### config.mk
export PLATFORM = sky130hd
export DESIGN_NAME = r4_sqrt_otf_ctrl_flat
export DESIGN_NICKNAME = d
export VERILOG_FILES = /design/src/rtl/r4_sqrt_otf_ctrl_pkg.sv /design/src/rtl/r4_sqrt_otf_ctrl_if.sv /design/src/rtl/r4_sqrt_otf_ctrl_otf_update.sv /design/src/rtl/r4_sqrt_otf_ctrl.sv /design/src/flat_wrapper.sv
export SDC_FILE = /design/constraint.sdc
export NUM_CORES = 1
export LEC_CHECK = 0
export CAP_MARGIN = 10
export CORE_MARGIN = 2
export CORE_UTILIZATION = 43
export CTS_CLUSTER_DIAMETER = 150
export DETAILED_ROUTE_END_ITERATION = 7
export GPL_TIMING_DRIVEN = 0
export PLACE_DENSITY = 0.83
export SYNTH_ARGS = -nofsm -noshare
export SYNTH_HDL_FRONTEND = slang
export SYNTH_SLANG_ARGS = --single-unit
### constraint.sdc
create_clock -name clk -period 1.7 [get_ports clk]
set_clock_uncertainty 0.2 [all_clocks]
set_input_delay 0.17 -clock clk [delete_from_list [all_inputs] [get_ports clk]]
set_output_delay 0.17 -clock clk [all_outputs]
set_load 0.005 [all_outputs]
### src/rtl/r4_sqrt_otf_ctrl_pkg.sv
// Shared types and constants for the radix-4 sqrt iteration controller and OTF root converter.
package r4_sqrt_pkg;

   localparam int RT_W_DEF     = 28;
   localparam int ITER_NUM_DEF = 12;

   typedef enum logic [1:0] {
      IDLE = 2'd0,
      ITER = 2'd1,
      DONE = 2'd2
   } state_t;

   // One-hot root digits as produced by the QDS stage.
   localparam logic [4:0] RT_DIG_NEG_2 = 5'b10000;
   localparam logic [4:0] RT_DIG_NEG_1 = 5'b01000;
   localparam logic [4:0] RT_DIG_ZERO  = 5'b00100;
   localparam logic [4:0] RT_DIG_POS_1 = 5'b00010;
   localparam logic [4:0] RT_DIG_POS_2 = 5'b00001;

   function automatic logic is_onehot5(input logic [4:0] dig);
      return (dig != 5'b0) && ((dig & (dig - 5'd1)) == 5'b0);
   endfunction

endpackage

### src/rtl/r4_sqrt_otf_ctrl_if.sv
// Handshake and datapath bundle between the QDS stage, the controller and the result consumer.
interface r4_sqrt_otf_ctrl_if
   import r4_sqrt_pkg::*;
#(
   parameter int RT_W = RT_W_DEF
);
   logic            start_valid_i;
   logic            start_ready_o;
   logic [RT_W-1:0] rt_init_i;
   logic [RT_W-1:0] rt_m1_init_i;
   logic [4:0]      first_rt_dig_i;
   logic            kill_i;
   logic [4:0]      rt_dig_i;
   logic            iter_o;
   logic [4:0]      prev_rt_dig_o;
   logic [RT_W-1:0] rt_o;
   logic [RT_W-1:0] rt_m1_o;
   logic            finish_valid_o;
   logic            finish_ready_i;
   logic            dig_err_o;

   modport slave (
      input  start_valid_i, rt_init_i, rt_m1_init_i, first_rt_dig_i, kill_i, rt_dig_i,
             finish_ready_i,
      output start_ready_o, iter_o, prev_rt_dig_o, rt_o, rt_m1_o, finish_valid_o, dig_err_o
   );

   modport master (
      output start_valid_i, rt_init_i, rt_m1_init_i, first_rt_dig_i, kill_i, rt_dig_i,
             finish_ready_i,
      input  start_ready_o, iter_o, prev_rt_dig_o, rt_o, rt_m1_o, finish_valid_o, dig_err_o
   );
endinterface

### src/rtl/r4_sqrt_otf_ctrl_otf_update.sv
// Combinational on-the-fly root conversion step: next Q/QM from one radix-4 digit.
module r4_otf_update
   import r4_sqrt_pkg::*;
#(
   parameter int RT_W = RT_W_DEF
) (
   input  logic [RT_W-1:0] i_q,
   input  logic [RT_W-1:0] i_qm,
   input  logic [RT_W-1:0] i_mask,
   input  logic [4:0]      i_dig,
   output logic [RT_W-1:0] o_q,
   output logic [RT_W-1:0] o_qm
);
   logic [RT_W-1:0] w_hi;
   logic [RT_W-1:0] w_lo;

   // Upper and lower bit of the 2-bit digit field picked out by the mask.
   assign w_hi = i_mask & ~(i_mask >> 1);
   assign w_lo = i_mask & ~(i_mask << 1);

   // A non-one-hot digit ORs the selected cases together rather than prioritising one.
   always_comb begin
      // NOTE: every output gets a default first so no latch is inferred.
      o_q  = '0;
      o_qm = '0;
      if ((i_dig & RT_DIG_POS_2) != 5'b0) begin
         o_q  = o_q  | i_q | w_hi;
         o_qm = o_qm | i_q | w_lo;
      end
      if ((i_dig & RT_DIG_POS_1) != 5'b0) begin
         o_q  = o_q  | i_q | w_lo;
         o_qm = o_qm | i_q;
      end
      if ((i_dig & RT_DIG_ZERO) != 5'b0) begin
         o_q  = o_q  | i_q;
         o_qm = o_qm | i_qm | i_mask;
      end
      if ((i_dig & RT_DIG_NEG_1) != 5'b0) begin
         o_q  = o_q  | i_qm | i_mask;
         o_qm = o_qm | i_qm | w_hi;
      end
      if ((i_dig & RT_DIG_NEG_2) != 5'b0) begin
         o_q  = o_q  | i_qm | w_hi;
         o_qm = o_qm | i_qm | w_lo;
      end
   end
endmodule

### src/rtl/r4_sqrt_otf_ctrl.sv
// Radix-4 sqrt iteration controller and OTF root converter.
// Define R4_SQRT_OTF_DIG_CHK_EN to build the sticky non-one-hot digit check.
module r4_sqrt_otf_ctrl
   import r4_sqrt_pkg::*;
#(
   parameter int RT_W     = RT_W_DEF,
   parameter int ITER_NUM = ITER_NUM_DEF
) (
   input logic               clk,
   input logic               rst,
   r4_sqrt_otf_ctrl_if.slave bus
);
   localparam int              CNT_W     = $clog2(ITER_NUM + 1);
   localparam logic [CNT_W-1:0] CNT_LAST  = CNT_W'(ITER_NUM - 1);
   localparam logic [RT_W-1:0] MASK_INIT = {{(RT_W-2){1'b0}}, 2'b11} << (RT_W - 5);
   localparam logic [RT_W-1:0] GUARD     = {{(RT_W-1){1'b0}}, 1'b1};

   state_t           r_state;
   state_t           w_state_nxt;
   logic [RT_W-1:0]  r_q;
   logic [RT_W-1:0]  r_qm;
   logic [RT_W-1:0]  r_mask;
   logic [CNT_W-1:0] r_iter_cnt;
   logic [4:0]       r_prev_dig;
   logic [RT_W-1:0]  w_q_nxt;
   logic [RT_W-1:0]  w_qm_nxt;
   logic             w_start_acc;
   logic             w_dig_acc;
   logic             w_dig_bad;
   logic             w_upd_en;

   assign w_start_acc = (r_state == IDLE) && bus.start_valid_i && !bus.kill_i;
   assign w_dig_acc   = (r_state == ITER) && !bus.kill_i;

   always_ff @(posedge clk) begin
      if (rst) r_state <= IDLE;
      else     r_state <= w_state_nxt;
   end

   always_comb begin
      w_state_nxt = r_state;
      unique case (r_state)
         IDLE:    if (w_start_acc) w_state_nxt = ITER;
         ITER:    if (w_dig_acc && (r_iter_cnt == CNT_LAST)) w_state_nxt = DONE;
         DONE:    if (bus.finish_ready_i) w_state_nxt = IDLE;
         default: w_state_nxt = IDLE;
      endcase
      // Kill overrides both the start and the finish handshake.
      if (bus.kill_i) w_state_nxt = IDLE;
   end

   assign bus.start_ready_o  = (r_state == IDLE);
   assign bus.iter_o         = (r_state == ITER);
   assign bus.finish_valid_o = (r_state == DONE);

   r4_otf_update #(.RT_W(RT_W)) u_otf (
      .i_q    (r_q),
      .i_qm   (r_qm),
      .i_mask (r_mask),
      .i_dig  (bus.rt_dig_i),
      .o_q    (w_q_nxt),
      .o_qm   (w_qm_nxt)
   );

`ifdef R4_SQRT_OTF_DIG_CHK_EN
   logic r_dig_err;

   assign w_dig_bad = !is_onehot5(bus.rt_dig_i);

   always_ff @(posedge clk) begin
      if (rst)                           r_dig_err <= 1'b0;
      else if (w_start_acc)              r_dig_err <= 1'b0;
      else if (w_dig_acc && w_dig_bad)   r_dig_err <= 1'b1;
   end

   assign bus.dig_err_o = r_dig_err;
`else
   assign w_dig_bad     = 1'b0;
   assign bus.dig_err_o = 1'b0;
`endif

   assign w_upd_en = w_dig_acc && !w_dig_bad;

   always_ff @(posedge clk) begin
      // NOTE: sequential state uses non-blocking assignments only.
      if (rst) begin
         r_q        <= '0;
         r_qm       <= '0;
         r_mask     <= '0;
         r_iter_cnt <= '0;
         r_prev_dig <= RT_DIG_ZERO;
      end else if (bus.kill_i) begin
         r_prev_dig <= RT_DIG_ZERO;
      end else if (w_start_acc) begin
         r_q        <= bus.rt_init_i;
         r_qm       <= bus.rt_m1_init_i;
         r_mask     <= MASK_INIT;
         r_iter_cnt <= '0;
         r_prev_dig <= bus.first_rt_dig_i;
      end else if (w_dig_acc) begin
         r_mask     <= r_mask >> 2;
         r_iter_cnt <= r_iter_cnt + CNT_W'(1);
         if (w_upd_en) begin
            // Bit 0 is the guard position and keeps its init value in both registers.
            r_q        <= (w_q_nxt  & ~GUARD) | (r_q  & GUARD);
            r_qm       <= (w_qm_nxt & ~GUARD) | (r_qm & GUARD);
            r_prev_dig <= bus.rt_dig_i;
         end
      end
   end

   assign bus.rt_o          = r_q;
   assign bus.rt_m1_o       = r_qm;
   assign bus.prev_rt_dig_o = r_prev_dig;
endmodule

### src/flat_wrapper.sv
// flat-port wrapper written by rule: the top's interface ports become plain ports
module r4_sqrt_otf_ctrl_flat import r4_sqrt_pkg::*;
#(
   parameter int RT_W     = RT_W_DEF,
   parameter int ITER_NUM = ITER_NUM_DEF
)
  (clk, rst, bus_start_valid_i, bus_rt_init_i, bus_rt_m1_init_i, bus_first_rt_dig_i, bus_kill_i, bus_rt_dig_i, bus_finish_ready_i, bus_start_ready_o, bus_iter_o, bus_prev_rt_dig_o, bus_rt_o, bus_rt_m1_o, bus_finish_valid_o, bus_dig_err_o);
  r4_sqrt_otf_ctrl_if #(.RT_W(RT_W)) bus_i ();
  input logic clk;
  input logic rst;
  input wire logic [$bits(bus_i.start_valid_i)-1:0] bus_start_valid_i;
  input wire logic [$bits(bus_i.rt_init_i)-1:0] bus_rt_init_i;
  input wire logic [$bits(bus_i.rt_m1_init_i)-1:0] bus_rt_m1_init_i;
  input wire logic [$bits(bus_i.first_rt_dig_i)-1:0] bus_first_rt_dig_i;
  input wire logic [$bits(bus_i.kill_i)-1:0] bus_kill_i;
  input wire logic [$bits(bus_i.rt_dig_i)-1:0] bus_rt_dig_i;
  input wire logic [$bits(bus_i.finish_ready_i)-1:0] bus_finish_ready_i;
  output wire logic [$bits(bus_i.start_ready_o)-1:0] bus_start_ready_o;
  output wire logic [$bits(bus_i.iter_o)-1:0] bus_iter_o;
  output wire logic [$bits(bus_i.prev_rt_dig_o)-1:0] bus_prev_rt_dig_o;
  output wire logic [$bits(bus_i.rt_o)-1:0] bus_rt_o;
  output wire logic [$bits(bus_i.rt_m1_o)-1:0] bus_rt_m1_o;
  output wire logic [$bits(bus_i.finish_valid_o)-1:0] bus_finish_valid_o;
  output wire logic [$bits(bus_i.dig_err_o)-1:0] bus_dig_err_o;
  assign bus_i.start_valid_i = bus_start_valid_i;
  assign bus_i.rt_init_i = bus_rt_init_i;
  assign bus_i.rt_m1_init_i = bus_rt_m1_init_i;
  assign bus_i.first_rt_dig_i = bus_first_rt_dig_i;
  assign bus_i.kill_i = bus_kill_i;
  assign bus_i.rt_dig_i = bus_rt_dig_i;
  assign bus_i.finish_ready_i = bus_finish_ready_i;
  assign bus_start_ready_o = bus_i.start_ready_o;
  assign bus_iter_o = bus_i.iter_o;
  assign bus_prev_rt_dig_o = bus_i.prev_rt_dig_o;
  assign bus_rt_o = bus_i.rt_o;
  assign bus_rt_m1_o = bus_i.rt_m1_o;
  assign bus_finish_valid_o = bus_i.finish_valid_o;
  assign bus_dig_err_o = bus_i.dig_err_o;
  r4_sqrt_otf_ctrl #(.RT_W(RT_W), .ITER_NUM(ITER_NUM)) u_core (.clk(clk), .rst(rst), .bus(bus_i));
endmodule
Word-level counts from Yosys, hierarchy flattened
Cells that the tools add are included. Widths: inputs -> output; s select.

Word-level logic and storage cells: 70. Bits in registers: 95. Output and inout bits: 65. Bits of input ports: 71.

$add $sub $neg: 1. Equal/unequal tests: 6. Bitwise gates (word level): 23. Mux-type cells: 24. Reduce and logical (&&, ||, !) cells: 10.

Operators with widths (count): $mux 28 (16); $or 28x28->28 (16); $and 28x28->28 (2); $or 28x1->28 (2); $not 27->28 (1); $not 28->28 (1); $mux 5 (2); $mux 4 (2); $mux 2 (3); $pmux 2 s3 (1); $add 4x1->4 const B (1); $eq 4x4->1 const B (1); $logic_and 1x1->1 (4); $ne 2x1->1 const B (2); $reduce_and 3->1 (1); $eq 2x1->1 const B (1); $eq 2x2->1 const B (1); $logic_not 2->1 (1); $ne 2x2->1 const B (1); $reduce_and 2->1 (1); $reduce_bool 2->1 (1); $reduce_or 2->1 (1); $logic_not 1->1 (1); $not 1->1 (1).

Longest topological paths before layout
Depth in word-level cells: 18. Mapped depth: 7. Gate-level depth less buffers: 5.

Cells and area by module
Synthesis repeated with hierarchy kept, for this count alone.

Cells, all modules: 717. Area, all modules: 5457.7 um2.

Modules (own cells, without submodules): r4_sqrt_otf_ctrl (area an instance 3198.1 um2, sequential area each 1601.5 um2, cells an instance 321, times used 1); r4_otf_update (area an instance 2259.7 um2, sequential area each 0.0 um2, cells an instance 396, times used 1).

Worst setup path before layout
Ideal clock, no wire load.

Path type: register to register. Start point: register u_core.r_state[1]. End point: register u_core.r_q[24], in the netlist u_core.bus.rt_o[24]. Cell stages (with the launch flop): 7. Data required time: 1368 ps. Setup time: 132 ps. Arrival time: 1487 ps. Setup slack: -119 ps. Buffers on the path: 2. Cell sequence: dfxtp_1 -> buf_4 -> nor4b_4 -> buf_2 -> nor2_1 -> a221oi_1 -> a21oi_1.

Word-level cells in the longest chain between the ends: 5. Elaborated cells between the ends (all ways): 8. Classes of those cells: 1 x eq/ne; 1 x mux; 6 x reduce/logical.

Ends and longest elaborated chain: start: declaration (line r4_sqrt_otf_ctrl.sv:18) `state_t r_state;`; start signal: assignment (line r4_sqrt_otf_ctrl.sv:37) `else r_state <= w_state_nxt;`; $logic_not 2->1 (line r4_sqrt_otf_ctrl.sv:32) `assign w_start_acc = (r_state == IDLE) && bus.start_valid_i && !bus.kill_i;`; $logic_and 1x1->1 (2 in series) (line r4_sqrt_otf_ctrl.sv:32); $reduce_bool 2->1 (no line); $reduce_and 2->1 (no line); end signal: assignment (line r4_sqrt_otf_ctrl.sv:95) `r_q <= bus.rt_init_i;`; end signal: assignment (line r4_sqrt_otf_ctrl.sv:105) `r_q <= (w_q_nxt & ~GUARD) | (r_q & GUARD);`; end: declaration (line r4_sqrt_otf_ctrl.sv:20) `logic [RT_W-1:0] r_q;`.

Several ways; a longest one is shown, not always the timed one. A chain may end at the register's enable or synchronous reset.

Final worst setup path
Start point: register u_core.r_mask[4]. End point: register u_core.r_qm[3], in the netlist u_core.bus.rt_m1_o[3].

Word-level cells in the longest chain between the ends: 10.

Ends and longest elaborated chain: start: declaration (line r4_sqrt_otf_ctrl.sv:22) `logic [RT_W-1:0] r_mask;`; start signal: assignment (line r4_sqrt_otf_ctrl.sv:101) `r_mask <= r_mask >> 2;`; $not 27->28 (*) (line r4_sqrt_otf_ctrl_otf_update.sv:18) `assign w_hi = i_mask & ~(i_mask >> 1);`; $and 28x28->28 (*) (line r4_sqrt_otf_ctrl_otf_update.sv:18); $or 28x28->28 (*) (line r4_sqrt_otf_ctrl_otf_update.sv:40) `o_qm = o_qm | i_qm | w_hi;`; $mux 28 (*) (line r4_sqrt_otf_ctrl_otf_update.sv:38) `if ((i_dig & RT_DIG_NEG_1) != 5'b0) begin`; $or 28x28->28 (2 in series) (line r4_sqrt_otf_ctrl_otf_update.sv:44) `o_qm = o_qm | i_qm | w_lo;`; $mux 28 (*) (line r4_sqrt_otf_ctrl_otf_update.sv:42) `if ((i_dig & RT_DIG_NEG_2) != 5'b0) begin`; $or 28x1->28 (*) (line r4_sqrt_otf_ctrl.sv:106) `r_qm <= (w_qm_nxt & ~GUARD) | (r_qm & GUARD);`; $mux 28 (*) (line r4_sqrt_otf_ctrl.sv:100) `end else if (w_dig_acc) begin`; $mux 28 (*) (line r4_sqrt_otf_ctrl.sv:94) `end else if (w_start_acc) begin`; end signal: assignment (line r4_sqrt_otf_ctrl.sv:96) `r_qm <= bus.rt_m1_init_i;`; end signal: assignment (line r4_sqrt_otf_ctrl.sv:106); end: declaration (line r4_sqrt_otf_ctrl.sv:21) `logic [RT_W-1:0] r_qm;`.

Every way passes the cells marked *; elsewhere a longest branch is shown, timed or not. The select of a mux whose other input is x is not followed.

==> results.py <==
metrics = {
    "status": {
        "outcome": "complete, but fails checks",
        "violations": "negative setup slack",
    },
    "synthesis": {
        "synth_edf_count": 0,
        "syn_nets": 631,
        "synth_seq_cells": 80,
        "muxShareOfSynthArea_pct": 0,
        "synth-xor-area-share_pct": 0.400,
        "synthCells": 559,
        "ys.warnings.count": 0,
        "synth_area_per_cell_um2": 7.83,
        "mappedNetlistArea_um2": 4380,
        "synth_compound_area_share_pct": 40.8,
        "synthFlopType": "dfxtp_1",
        "synthDominantCellAreaShare_pct": 36.6,
        "yosys.area_share.simple_pct": 14.3,
        "ys_seq_area_share_pct": 36.6,
        "synth_top_family_by_area": "compound AO/OA/AOI/OAI gates",
        "synth_top_area_cell": "dfxtp_1",
        "synth_area_leaders": "dfxtp_1, a21oi_1, o21ai_0",
        "synthAdderAreaFrac_pct": 0.286,
        "synth_cell_type_count": 52,
        "async_reset_ff_share_pct": 0,
    },
    "route": {
        "drc": 0,
        "dr.pass1.iters": 6,
        "drtIter0Drc": 841,
        "final_antenna_net_count": 0,
        "via_per_inst": 6.81,
        "drt_wl_total_mm": 22.0,
        "num_vias": 6005,
        "wire_per_inst_um": 25.0,
    },
    "worst_setup_path": {
        "ff2ff_setup_slack_ns": -0.26,
        "critPathLaunch": "u_core.r_mask[4]",
        "max_stage_delay_ns": 0.48,
        "worstPathArrival_ns": 2.07,
        "rr_worst_depth": 5,
        "cp-end-kind": "flop",
        "timing.rr.start": "u_core.r_mask[4]",
        "worstSetupPathType": "flop to flop",
        "path_max_fanout": 10,
        "reg2reg_to": "u_core.bus.rt_m1_o[3]",
        "startpoint_type": "flop",
        "path_cells": "clkbuf_1, o21ai_0, o211ai_1, a222oi_1, nor2_1",
        "cp.buffers_inverters": 1,
        "cp_top_family": "compound AO/OA/AOI/OAI gates",
        "critPathSlowestCell": "clkbuf_1",
        "worst_ep_required_time_ns": 1.81,
    },
    "global_routing": {
        "grt.total_usage_pct": 34.9,
        "grt_first_pass_wirelength_mm": 30.1,
        "overflow": 0,
        "grt_max_degree": 17,
        "first_global_vias": 5771,
        "antenna_found_initial": 0,
    },
    "timing": {
        "fmax_mhz": 511,
        "setup_slack_ns": -0.258,
        "tightest_slew_ns": 0.819,
        "rsz0062_at_grt": "true",
        "slew_violations": 0,
        "period_needed_ns": 1.96,
        "setup_viol": 84,
        "maxSlewHeadroom_pct": 45.2,
        "hold_viol_final": 0,
        "fin_crit_sh_pct": 115,
    },
    "layout": {
        "mostFrequentLayoutCells": "clkdlybuf4s50_1, a21oi_1, dfxtp_1",
        "layoutNonFillerInstCount": 882,
        "area.growth.synth_to_final_pct": 67.4,
        "final_common_cell": "clkdlybuf4s50_1",
        "n_antenna_cell": 0,
        "layout-drive-gt1-share_pct": 29.9,
        "fillers": 661,
        "num-nets-final": 816,
    },
    "placed_design": {
        "dp_cells": 823,
        "hpwlAfterDp_mm": 12.7,
        "place_congestion": 0.946,
        "port_buffers": 130,
    },
    "pwr": {
        "finalPower_mw": 4.92,
        "ir_worst_vdd_v": 0.000450,
        "p_leak_nw": 2.57,
        "pwr-share-comb_pct": 26.1,
        "p_int_mw": 3.31,
        "netSwitchingFraction_pct": 32.8,
        "p_clk_share_pct": 32.6,
        "p_seq_share_pct": 41.3,
        "power-per-cell-area_nw_per_um2": 672,
        "p_sw_mw": 1.61,
    },
    "floorplan": {
        "num_io_pins": 136,
        "initial_utilization_pct": 44.6,
        "fp.coreArea_um2": 9820,
        "die_h_um": 105,
        "rows": 36,
        "die_w_um": 105,
        "die_area_um2": 11000,
    },
    "clock_tree": {
        "clk_path_buf_depth": 2,
        "root_buffer": "clkbuf_8",
        "worstSkewPairLatency_ns": 0.39,
        "clk_pin_slew_worst_paths_ns": 0.10,
        "cts_tree": "yes",
        "clock_sinks": 80,
        "cts_max_level": 3,
        "numCtsBuffers": 9,
    },
    "worst_hold_path": {
        "hp-class": "primary input to flop",
        "hold_path_end": "u_core.bus.prev_rt_dig_o[4]",
        "hp-start": "bus_rt_dig_i[4]",
        "holdPathStages": 4,
    },
    "job": {
        "maxCapViolCount": 0,
    },
}
cell families (layout without fill, tap and decap cells):
logic type      Yosys count  count (layout)
compound gates          277             277
xor+xnor                  2               2
fa+ha+maj                 1               1
buf+inv                  77             266
flops                    80              80
other cells               1               1
simple gates            121             122
state kept, by name (all words and copies together) (netlist names):
signal / cells
u_core.bus.rt_m1_o: 28
u_core.bus.rt_o: 28
u_core.r_iter_cnt: 4
u_core.r_state: 2
u_core.bus.prev_rt_dig_o: 5
u_core.r_mask: 13
Yosys cell counts (2+ instances only):
master and count:
a22o_1 7, buf_1 2, o22ai_1 19, a32oi_1 6, a211o_1 11, a221oi_1 11
dfxtp_1 80, or2_2 5, a222oi_1 2, o21ai_0 52, nand2_1 23, or3_1 3
a21oi_1 93, a2bb2oi_1 13, o32ai_1 7, clkbuf_1 46, buf_2 11, and2_1 3
o211ai_1 4, o2bb2ai_1 4, and3_1 2, o221a_2 2, a31oi_1 2, o211a_1 2
buf_6 2, nor2b_1 17, a22oi_1 23, inv_1 13, nand3b_1 5, o21bai_1 9
buf_4 3, nand3_1 7, o31ai_1 2, nand2b_1 11, nor2_1 40
cell type report:
| class | instances | area (µm²) | share of cell area [%] |
|---|---|---|---|
| Buffer | 57 | 394 | 5.38 |
| Clock buffer | 9 | 124 | 1.69 |
| Clock inverter | 7 | 83.8 | 1.14 |
| Inverter | 13 | 48.8 | 0.666 |
| Multi-Input combinational cell | 403 | 2980 | 40.7 |
| Sequential cell | 80 | 1630 | 22.2 |
| Tap cell | 133 | 166 | 2.27 |
| Timing Repair Buffer | 180 | 1900 | 25.9 |
per-layer routing:
layer | track usage, % | up-vias | part of all wire (%)
met4 | 20.5 | 0 | 6.9
li1 | - | 2450 | -
met2 | 55.9 | 631 | 44
met5 | 0 | - | 0
met3 | 6.67 | 166 | 13
met1 | 43.5 | 2758 | 36
power groups by stage:
stage	registers (mW)	clock network (mW)	logic, mW
after floorplan	2.04	0	0.444
after global placement	2.05	0	0.891
after detailed placement	2.05	0	0.905
after CTS	2.01	1.53	1.10
after global routing	2.04	1.63	1.33
final	2.03	1.61	1.28
worst min-delay path, delay by kind of cell:
| family | cells | cell delay, ns |
|---|---|---|
| buffers and inverters | 1 | 0.18 |
| and+or+nand+nor | 2 | 0.17 |
| AOI/OAI and AO/OA | 1 | 0.11 |
metrics by stage:
stage / setup WS (ns) / cell area, µm² / hold slack [ns] / setup TNS [ns] / util, %
2_1_floorplan: -0.0650 / 4420 / 0.106 / -0.908 / -
3_3_place_gp: -0.889 / 5890 / 0.244 / -53.68 / 60.0
3_5_place_dp: -0.910 / 5900 / 0.255 / -54.97 / 60.1
4_1_cts: -0.196 / 6810 / 0.0786 / -7.02 / 69.3
5_1_grt: -0.311 / 7330 / 0.107 / -15.69 / 74.6
6_report: -0.258 / 7330 / 0.0819 / -11.57 / 74.6
repair_timing:
action | CTS | global route
gates cloned | 5 | 2
endpoints found under the hold margin | 1 | 0
setup endpoints to repair | 79 | 95
setup buffers | 24 | 21
pin swaps | 50 | 39
hold buffers | 1 | 0
resized for setup | 142 | 114
worst max path at each step:
stage                                       end  slack [ns]  depth (start not counted)
finish                    u_core.bus.rt_m1_o[3]       -0.26                          5
CTS                       u_core.bus.rt_m1_o[2]       -0.20                          8
global placement         u_core.bus.rt_m1_o[19]       -0.89                          4
floorplan                   u_core.bus.rt_o[24]       -0.06                          6
global route        u_core.bus.prev_rt_dig_o[3]       -0.31                          8
detailed placement        u_core.bus.rt_m1_o[1]       -0.91                          6
No activity file was read; power rests on OpenSTA's default activity.
